### src/rtl/rf_pkg.sv
// RF front-end switch sequencer: shared mode codes, pin patterns, pin indices and FSM encoding.
package rf_pkg;

  localparam int unsigned MODE_W = 3;
  localparam int unsigned PINS_W = 8;
  localparam int unsigned CNT_W  = 8;

  localparam logic [MODE_W-1:0] MODE_LOW_POWER = 3'd0;
  localparam logic [MODE_W-1:0] MODE_BYPASS    = 3'd1;
  localparam logic [MODE_W-1:0] MODE_RX_LPF    = 3'd2;
  localparam logic [MODE_W-1:0] MODE_RX_HPF    = 3'd3;
  localparam logic [MODE_W-1:0] MODE_TX_LPF    = 3'd4;
  localparam logic [MODE_W-1:0] MODE_TX_HPF    = 3'd5;

  localparam logic [PINS_W-1:0] PAT_LOW_POWER = 8'h56;
  localparam logic [PINS_W-1:0] PAT_BYPASS    = 8'h66;
  localparam logic [PINS_W-1:0] PAT_RX_LPF    = 8'h9D;
  localparam logic [PINS_W-1:0] PAT_RX_HPF    = 8'h5D;
  localparam logic [PINS_W-1:0] PAT_TX_LPF    = 8'h6B;
  localparam logic [PINS_W-1:0] PAT_TX_HPF    = 8'hAB;

  localparam logic [2:0] PIN_MIXER_EN     = 3'd0;
  localparam logic [2:0] PIN_SHDN_RX_LNA  = 3'd1;
  localparam logic [2:0] PIN_SHDN_TX_LNA  = 3'd2;
  localparam logic [2:0] PIN_TR_VC2       = 3'd3;
  localparam logic [2:0] PIN_TR_VC1_B     = 3'd4;
  localparam logic [2:0] PIN_TR_VC1       = 3'd5;
  localparam logic [2:0] PIN_RX_H_TX_L_B  = 3'd6;
  localparam logic [2:0] PIN_RX_H_TX_L    = 3'd7;

  // Path-switch control bits; everything else is LNA shutdown / mixer enable.
  localparam logic [PINS_W-1:0] SW_FIELD_MASK =
      (PINS_W'(1) << PIN_TR_VC2)   | (PINS_W'(1) << PIN_TR_VC1_B) |
      (PINS_W'(1) << PIN_TR_VC1)   | (PINS_W'(1) << PIN_RX_H_TX_L_B) |
      (PINS_W'(1) << PIN_RX_H_TX_L);

  typedef enum logic [1:0] {
    ST_IDLE   = 2'd0,
    ST_SHDN   = 2'd1,
    ST_SWITCH = 2'd2,
    ST_ENABLE = 2'd3
  } state_e;

  function automatic logic mode_is_valid(input logic [MODE_W-1:0] mode);
    return mode <= MODE_TX_HPF;
  endfunction

  function automatic logic [PINS_W-1:0] mode_pattern(input logic [MODE_W-1:0] mode);
    logic [PINS_W-1:0] pat;
    case (mode)
      MODE_LOW_POWER: pat = PAT_LOW_POWER;
      MODE_BYPASS:    pat = PAT_BYPASS;
      MODE_RX_LPF:    pat = PAT_RX_LPF;
      MODE_RX_HPF:    pat = PAT_RX_HPF;
      MODE_TX_LPF:    pat = PAT_TX_LPF;
      MODE_TX_HPF:    pat = PAT_TX_HPF;
      default:        pat = PAT_LOW_POWER;
    endcase
    return pat;
  endfunction

  // Keep the switch bits of src, shut both LNAs down and turn the mixer off.
  function automatic logic [PINS_W-1:0] break_word(input logic [PINS_W-1:0] src);
    logic [PINS_W-1:0] w;
    w                  = src & SW_FIELD_MASK;
    w[PIN_MIXER_EN]    = 1'b0;
    w[PIN_SHDN_RX_LNA] = 1'b1;
    w[PIN_SHDN_TX_LNA] = 1'b1;
    return w;
  endfunction

endpackage

### src/rtl/rf_switch_seq_if.sv
// Request/status bundle between a controller and the RF switch sequencer.
interface rf_switch_seq_if;
  import rf_pkg::*;

  logic [MODE_W-1:0] i_req_mode;
  logic              i_req_valid;
  logic              o_req_ready;
  logic              i_abort;
  logic              o_busy;
  logic              o_done;
  logic              o_err;
  logic [MODE_W-1:0] o_cur_mode;
  logic [PINS_W-1:0] o_rf_pins;

  modport master (
    output i_req_mode, i_req_valid, i_abort,
    input  o_req_ready, o_busy, o_done, o_err, o_cur_mode, o_rf_pins
  );

  modport slave (
    input  i_req_mode, i_req_valid, i_abort,
    output o_req_ready, o_busy, o_done, o_err, o_cur_mode, o_rf_pins
  );
endinterface

### src/rtl/rf_seq_timer.sv
// Loadable 8-bit down-counter; stops at 1 (never wraps) and flags expiry at 1.
module rf_seq_timer
  import rf_pkg::*;
(
  input  logic             i_sys_clk,
  input  logic             i_reset,
  input  logic             load,
  input  logic [CNT_W-1:0] load_val,
  output logic             expired_c
);

  logic [CNT_W-1:0] count_q;

  always_ff @(posedge i_sys_clk) begin
    if (i_reset) begin
      count_q <= '0;
    end else if (load) begin
      count_q <= load_val;
    end else if (count_q > CNT_W'(1)) begin
      count_q <= count_q - CNT_W'(1);
    end
  end

  assign expired_c = (count_q == CNT_W'(1));

endmodule

### src/rtl/rf_switch_seq.sv
// RF front-end mode sequencer: break LNAs, move path switches, settle, then re-enable.
module rf_switch_seq
  import rf_pkg::*;
#(
  parameter int unsigned P_GUARD_CYC  = 8,
  parameter int unsigned P_SETTLE_CYC = 32
) (
  input  logic           i_sys_clk,
  input  logic           i_reset,
  rf_switch_seq_if.slave bus
);

  state_e            state_q, state_d;
  logic [PINS_W-1:0] pins_q, pins_d;
  logic [MODE_W-1:0] cur_q, cur_d;
  logic [MODE_W-1:0] tgt_q, tgt_d;
  logic              busy_q, busy_d;
  logic              done_q, done_d;
  logic              err_q, err_d;
  logic              ready_q, ready_d;

  logic              accept_c;
  logic              req_ok_c;
  logic              req_same_c;
  logic              tmr_load_c;
  logic [CNT_W-1:0]  tmr_val_c;
  logic              tmr_expired_c;

  assign accept_c   = ready_q & bus.i_req_valid & ~bus.i_abort;
  assign req_ok_c   = mode_is_valid(bus.i_req_mode);
  assign req_same_c = (bus.i_req_mode == cur_q);

  rf_seq_timer u_timer (
    .i_sys_clk (i_sys_clk),
    .i_reset   (i_reset),
    .load      (tmr_load_c),
    .load_val  (tmr_val_c),
    .expired_c (tmr_expired_c)
  );

  // State and registered outputs.
  always_ff @(posedge i_sys_clk) begin
    if (i_reset) begin
      state_q <= ST_IDLE;
      pins_q  <= PAT_LOW_POWER;
      cur_q   <= MODE_LOW_POWER;
      tgt_q   <= MODE_LOW_POWER;
      busy_q  <= 1'b0;
      done_q  <= 1'b0;
      err_q   <= 1'b0;
      ready_q <= 1'b1;
    end else begin
      state_q <= state_d;
      pins_q  <= pins_d;
      cur_q   <= cur_d;
      tgt_q   <= tgt_d;
      busy_q  <= busy_d;
      done_q  <= done_d;
      err_q   <= err_d;
      ready_q <= ready_d;
    end
  end

  // Next state; abort wins over everything, including a simultaneous request.
  always_comb begin
    state_d = state_q;
    if (bus.i_abort) begin
      state_d = ST_IDLE;
    end else begin
      case (state_q)
        ST_IDLE:   if (accept_c && req_ok_c && !req_same_c) state_d = ST_SHDN;
        ST_SHDN:   if (tmr_expired_c) state_d = ST_SWITCH;
        ST_SWITCH: if (tmr_expired_c) state_d = ST_ENABLE;
        ST_ENABLE: state_d = ST_IDLE;
        default:   state_d = ST_IDLE;
      endcase
    end
  end

  // Output values for the coming cycle, plus counter reload on every state entry.
  always_comb begin
    pins_d     = pins_q;
    cur_d      = cur_q;
    tgt_d      = accept_c ? bus.i_req_mode : tgt_q;
    done_d     = 1'b0;
    err_d      = 1'b0;
    busy_d     = (state_d != ST_IDLE);
    ready_d    = (state_d == ST_IDLE);
    tmr_load_c = (state_d != state_q) || bus.i_abort;

    case (state_d)
      ST_SHDN:   tmr_val_c = CNT_W'(P_GUARD_CYC);
      ST_SWITCH: tmr_val_c = CNT_W'(P_SETTLE_CYC);
      default:   tmr_val_c = '0;
    endcase

    if (bus.i_abort) begin
      pins_d = PAT_LOW_POWER;
      cur_d  = MODE_LOW_POWER;
    end else begin
      case (state_d)
        ST_SHDN:   pins_d = break_word(pins_q);
        ST_SWITCH: pins_d = break_word(mode_pattern(tgt_q));
        ST_ENABLE: begin
          pins_d = mode_pattern(tgt_q);
          cur_d  = tgt_q;
          done_d = 1'b1;
        end
        default: begin
          if (accept_c) begin
            err_d  = ~req_ok_c;
            done_d = req_ok_c & req_same_c;
          end
        end
      endcase
    end
  end

  assign bus.o_rf_pins   = pins_q;
  assign bus.o_cur_mode  = cur_q;
  assign bus.o_busy      = busy_q;
  assign bus.o_done      = done_q;
  assign bus.o_err       = err_q;
  assign bus.o_req_ready = ready_q;

endmodule
### src/flat_wrapper.sv
// flat-port wrapper written by rule: the top's interface ports become plain ports
module rf_switch_seq_flat import rf_pkg::*;
#(
  parameter int unsigned P_GUARD_CYC  = 8,
  parameter int unsigned P_SETTLE_CYC = 32
)
  (i_sys_clk, i_reset, bus_i_req_mode, bus_i_req_valid, bus_i_abort, bus_o_req_ready, bus_o_busy, bus_o_done, bus_o_err, bus_o_cur_mode, bus_o_rf_pins);
  rf_switch_seq_if bus_i ();
  input  logic i_sys_clk;
  input  logic i_reset;
  input wire logic [$bits(bus_i.i_req_mode)-1:0] bus_i_req_mode;
  input wire logic [$bits(bus_i.i_req_valid)-1:0] bus_i_req_valid;
  input wire logic [$bits(bus_i.i_abort)-1:0] bus_i_abort;
  output wire logic [$bits(bus_i.o_req_ready)-1:0] bus_o_req_ready;
  output wire logic [$bits(bus_i.o_busy)-1:0] bus_o_busy;
  output wire logic [$bits(bus_i.o_done)-1:0] bus_o_done;
  output wire logic [$bits(bus_i.o_err)-1:0] bus_o_err;
  output wire logic [$bits(bus_i.o_cur_mode)-1:0] bus_o_cur_mode;
  output wire logic [$bits(bus_i.o_rf_pins)-1:0] bus_o_rf_pins;
  assign bus_i.i_req_mode = bus_i_req_mode;
  assign bus_i.i_req_valid = bus_i_req_valid;
  assign bus_i.i_abort = bus_i_abort;
  assign bus_o_req_ready = bus_i.o_req_ready;
  assign bus_o_busy = bus_i.o_busy;
  assign bus_o_done = bus_i.o_done;
  assign bus_o_err = bus_i.o_err;
  assign bus_o_cur_mode = bus_i.o_cur_mode;
  assign bus_o_rf_pins = bus_i.o_rf_pins;
  rf_switch_seq #(.P_GUARD_CYC(P_GUARD_CYC), .P_SETTLE_CYC(P_SETTLE_CYC)) u_core (.i_sys_clk(i_sys_clk), .i_reset(i_reset), .bus(bus_i));
endmodule
### config.mk
export PLATFORM = sky130hd
export DESIGN_NAME = rf_switch_seq_flat
export DESIGN_NICKNAME = d
export VERILOG_FILES = /design/src/rtl/rf_pkg.sv /design/src/rtl/rf_switch_seq_if.sv /design/src/rtl/rf_seq_timer.sv /design/src/rtl/rf_switch_seq.sv /design/src/flat_wrapper.sv
export SDC_FILE = /design/constraint.sdc
export NUM_CORES = 1
export LEC_CHECK = 0
export BUFFER_PORTS_ARGS = -buffer_cell sky130_fd_sc_hd__buf_2
export CAP_MARGIN = 20
export CORE_MARGIN = 1
export CORE_UTILIZATION = 54
export DETAILED_ROUTE_END_ITERATION = 8
export PLACE_DENSITY = 0.85
export SYNTH_ARGS = -nofsm -noshare
export SYNTH_HDL_FRONTEND = slang
export SYNTH_SLANG_ARGS = --single-unit
### constraint.sdc
create_clock -name i_sys_clk -period 2.1 [get_ports i_sys_clk]
set_input_delay 0.105 -clock i_sys_clk [delete_from_list [all_inputs] [get_ports i_sys_clk]]
set_output_delay 0.105 -clock i_sys_clk [all_outputs]
set_load 0.05 [all_outputs]
==> run_results.csv <==
group,metric,value,unit
clock_tree,cts_made_buffers,3,
synth,synthesis.yosys.warnings,0,
floorplan,std_cell_rows,17,
floorplan,core_area,0.00221,mm²
finish,final.fill_count,189,
synth,synth.avg_cell_area,9.04,µm²
worst_setup_path,required,2.37,ns
placed_design,place.gp.congestion,0.861,
power_and_ir_drop,power_density,1070,mW/mm²
synth,synth-compound-area-share,12.9,%
clock_tree,clk-insertion-delay-late,0.31,ns
clock_tree,htreeDepth,1,
placed_design,dp_hpwl,1910,µm
route,finalWirelength,2500,µm
clock_tree,holdBufCountCts,0,
timing,fin_worst_skew,0.00679,ns
worst_setup_path,start_kind,"register",
worst_setup_path,path_delay_family,"compound AO/OA/AOI/OAI gates",
floorplan,dieArea,0.00254,mm²
synth,postSynthCellCount,140,
synth,synth.distinct_cells,41,
power_and_ir_drop,vdd_ir_drop_max,0.752,mV
min_path,hold_class,"primary input to register",
timing,slew_viol_final,0,
global_route,grt_pass1_wl,4260,µm
route,ant_nets,0,
synth,synth_top_family_by_area,"simple AND/OR/NAND/NOR gates",
route,vias,1097,
route,drt_first_pass_iters,4,
worst_setup_path,critPathArrivalTime,2.15,ns
timing,finalSetupViolCount,0,
timing,hold_slack,0.0257,ns
route,wl_per_cell,13.1,µm
floorplan,die_w,50.4,µm
global_route,grt_use_total,21.9,%
worst_setup_path,crit_buf_inv,1,
synth,ys_seq_area_share,44.3,%
timing,final_hold_viol_count,0,
worst_setup_path,critPathKind,"register to register",
finish,final_cell_mix,"dfxtp_1, buf_2, nor2_1",
route,vias_per_cell,5.74,
finish,diodes,0,
synth,synth_fa_ha_area_share,2.87,%
synth,yosys.area_share.xor_xnor,2.77,%
global_route,grt_pass1_vias,1014,
global_route,antenna_found_initial,0,
worst_setup_path,crit_fanout,5,
clock_tree,tritoncts,"done",
global_route,grt_start_max_net_pins,16,
worst_setup_path,critPathSlowestCell,"dfxtp_1",
placed_design,io_buffers,21,
floorplan,die_h,50.4,µm
global_route,grt_overflow,0,
clock_tree,post_cts_buffers,0,
clock_tree,cts_root_buf,"clkbuf_4",
timing,period_needed,1.88,ns
worst_setup_path,max_stage_delay,0.42,ns
run,maxCapViolations,0,
worst_setup_path,worstPathCellList,"inv_1, ha_1, or2_2, a2111o_1, a221oi_1, o21a_1",
synth,synthMuxAreaShare,7.11,%
timing,tightestPinTransition,0.357,ns
timing,rsz0062_at_grt,"false",
clock_tree,ctsLongestPathBuffers,2,
floorplan,ios,22,
finish,post_route_cells_drive_above_1_share,20.9,%
route,drtIter0Drc,33,
clock_tree,clk_pin_slew,0.14,ns
timing,fmax,0.531,GHz
synth,yosys.area_share.simple,27.0,%
clock_tree,cts_resized,0,
synth,synth_fp_nets,149,
synth,syn_area,0.00127,mm²
timing,fin_setup_tns,0,ns
synth,ys_ff_latch,28,
finish,syn2layout_area_growth,13.2,%
finish,fin_nets,173,
status,status,"completed",
timing,maxSlewHeadroom,76.2,%
timing,finalCritPeriodShare,89.7,%
worst_setup_path,critPathCaptureType,"register",
finish,final_common_cell,"dfxtp_1",
floorplan,start_util,57.2,%
route,drc_errors,0,
power_and_ir_drop,power.leakage,0.616,nW
clock_tree,cts_sinks,28,
[flip-flops by register name (all words and copies together) (netlist names)]
register                flops
u_core.bus.o_cur_mode       3
u_core.bus.o_req_ready      1
u_core.bus.o_err            1
u_core.state_q              2
u_core.tgt_q                3
u_core.bus.o_done           1
u_core.bus.o_busy           1
u_core.u_timer.count_q      8
u_core.bus.o_rf_pins        8
[synth_stat cells]
library cell	instances	area (µm²)
dfxtp_1	28	561
nor2_1	20	75.1
mux2i_1	9	90.1
nand2_1	8	30.0
nand3_1	8	40.0
o21ai_0	6	30.0
nor3_1	5	25.0
a21oi_1	4	20.0
inv_1	4	15.0
nand2b_1	4	25.0
xnor2_1	4	35.0
and2_1	3	18.8
a211oi_1	2	15.0
and3_1	2	12.5
clkbuf_1	2	7.51
ha_1	2	25.0
nand4_1	2	12.5
nor2b_1	2	12.5
or2_2	2	12.5
or3_1	2	12.5
a2111o_1	1	11.3
a211oi_2	1	12.5
a221oi_1	1	8.76
a2bb2oi_1	1	8.76
buf_2	1	5.00
buf_6	1	11.3
maj3_2	1	11.3
nand3b_1	1	7.51
nand4b_1	1	8.76
nor2_2	1	6.26
nor3b_1	1	7.51
nor4_1	1	6.26
nor4_4	1	21.3
o21a_1	1	7.51
o21ai_2	1	8.76
o22ai_1	1	6.26
o2bb2ai_1	1	8.76
o31a_1	1	8.76
o31ai_1	1	7.51
o32a_1	1	10.0
or2b_1	1	7.51
[cell families (layout without fill, tap and decap cells)]
group	count (synthesis)	after routing
buf+inv	8	31
compound gates	23	23
fa+ha+maj	3	3
simple gates	65	65
mux	9	9
flops	28	28
xor+xnor	4	4
[layer usage]
layer,GRT usage (%),vias to the layer above,part of all wire (%)
met5,0,-,0
met4,8.80,0,1.1
met3,4.24,4,5.3
met2,37.1,33,50
met1,27.0,513,43
li1,-,547,-
[through the flow]
step                area, µm²  setup WS [ns]  instances  util (%)  power (mW)
finish                   1430          0.217        191      64.8        1.54
global route             1430         0.0845        191      64.8        1.66
CTS                      1430          0.208        191      64.8        1.56
detailed placement       1400          0.237        187      63.2        1.31
global placement         1400          0.266        187      63.2        1.28
floorplan                1270          0.248        140         -        1.19
[final cells by class]
| class | instances | area (µm²) | share of cell area (%) |
|---|---|---|---|
| Clock buffer | 4 | 36.3 | 2.53 |
| Inverter | 4 | 15.0 | 1.05 |
| Multi-Input combinational cell | 104 | 667 | 46.5 |
| Sequential cell | 28 | 561 | 39.1 |
| Tap cell | 28 | 35.0 | 2.44 |
| Timing Repair Buffer | 23 | 120 | 8.38 |
[where the power goes]
group          total, mW  switching [mW]  internal [mW]  leakage [nW]
Clock              0.245           0.139          0.106        0.0210
Combinational      0.639           0.349          0.290         0.368
Sequential         0.655          0.0708          0.585         0.227
Total               1.54           0.559          0.980         0.616
[final timing paths]
| kind | from | end | slack [ns] | depth (start not counted) |
|---|---|---|---|---|
| max | u_core.u_timer.count_q[0]$_SDFFE_PP0P_ | u_core.u_timer.count_q[5]$_SDFFE_PP0P_ | 0.22 | 6 |
| min | i_reset | u_core.tgt_q[1]$_SDFFE_PP0P_ | 0.03 | 2 |
| max reg2reg | u_core.u_timer.count_q[0]$_SDFFE_PP0P_ | u_core.u_timer.count_q[5]$_SDFFE_PP0P_ | 0.22 | 6 |
| min reg2reg | u_core.bus.o_rf_pins[0]$_SDFFE_PP0P_ | u_core.bus.o_rf_pins[0]$_SDFFE_PP0P_ | 0.47 | 2 |
No activity file was read; power rests on OpenSTA's default activity.
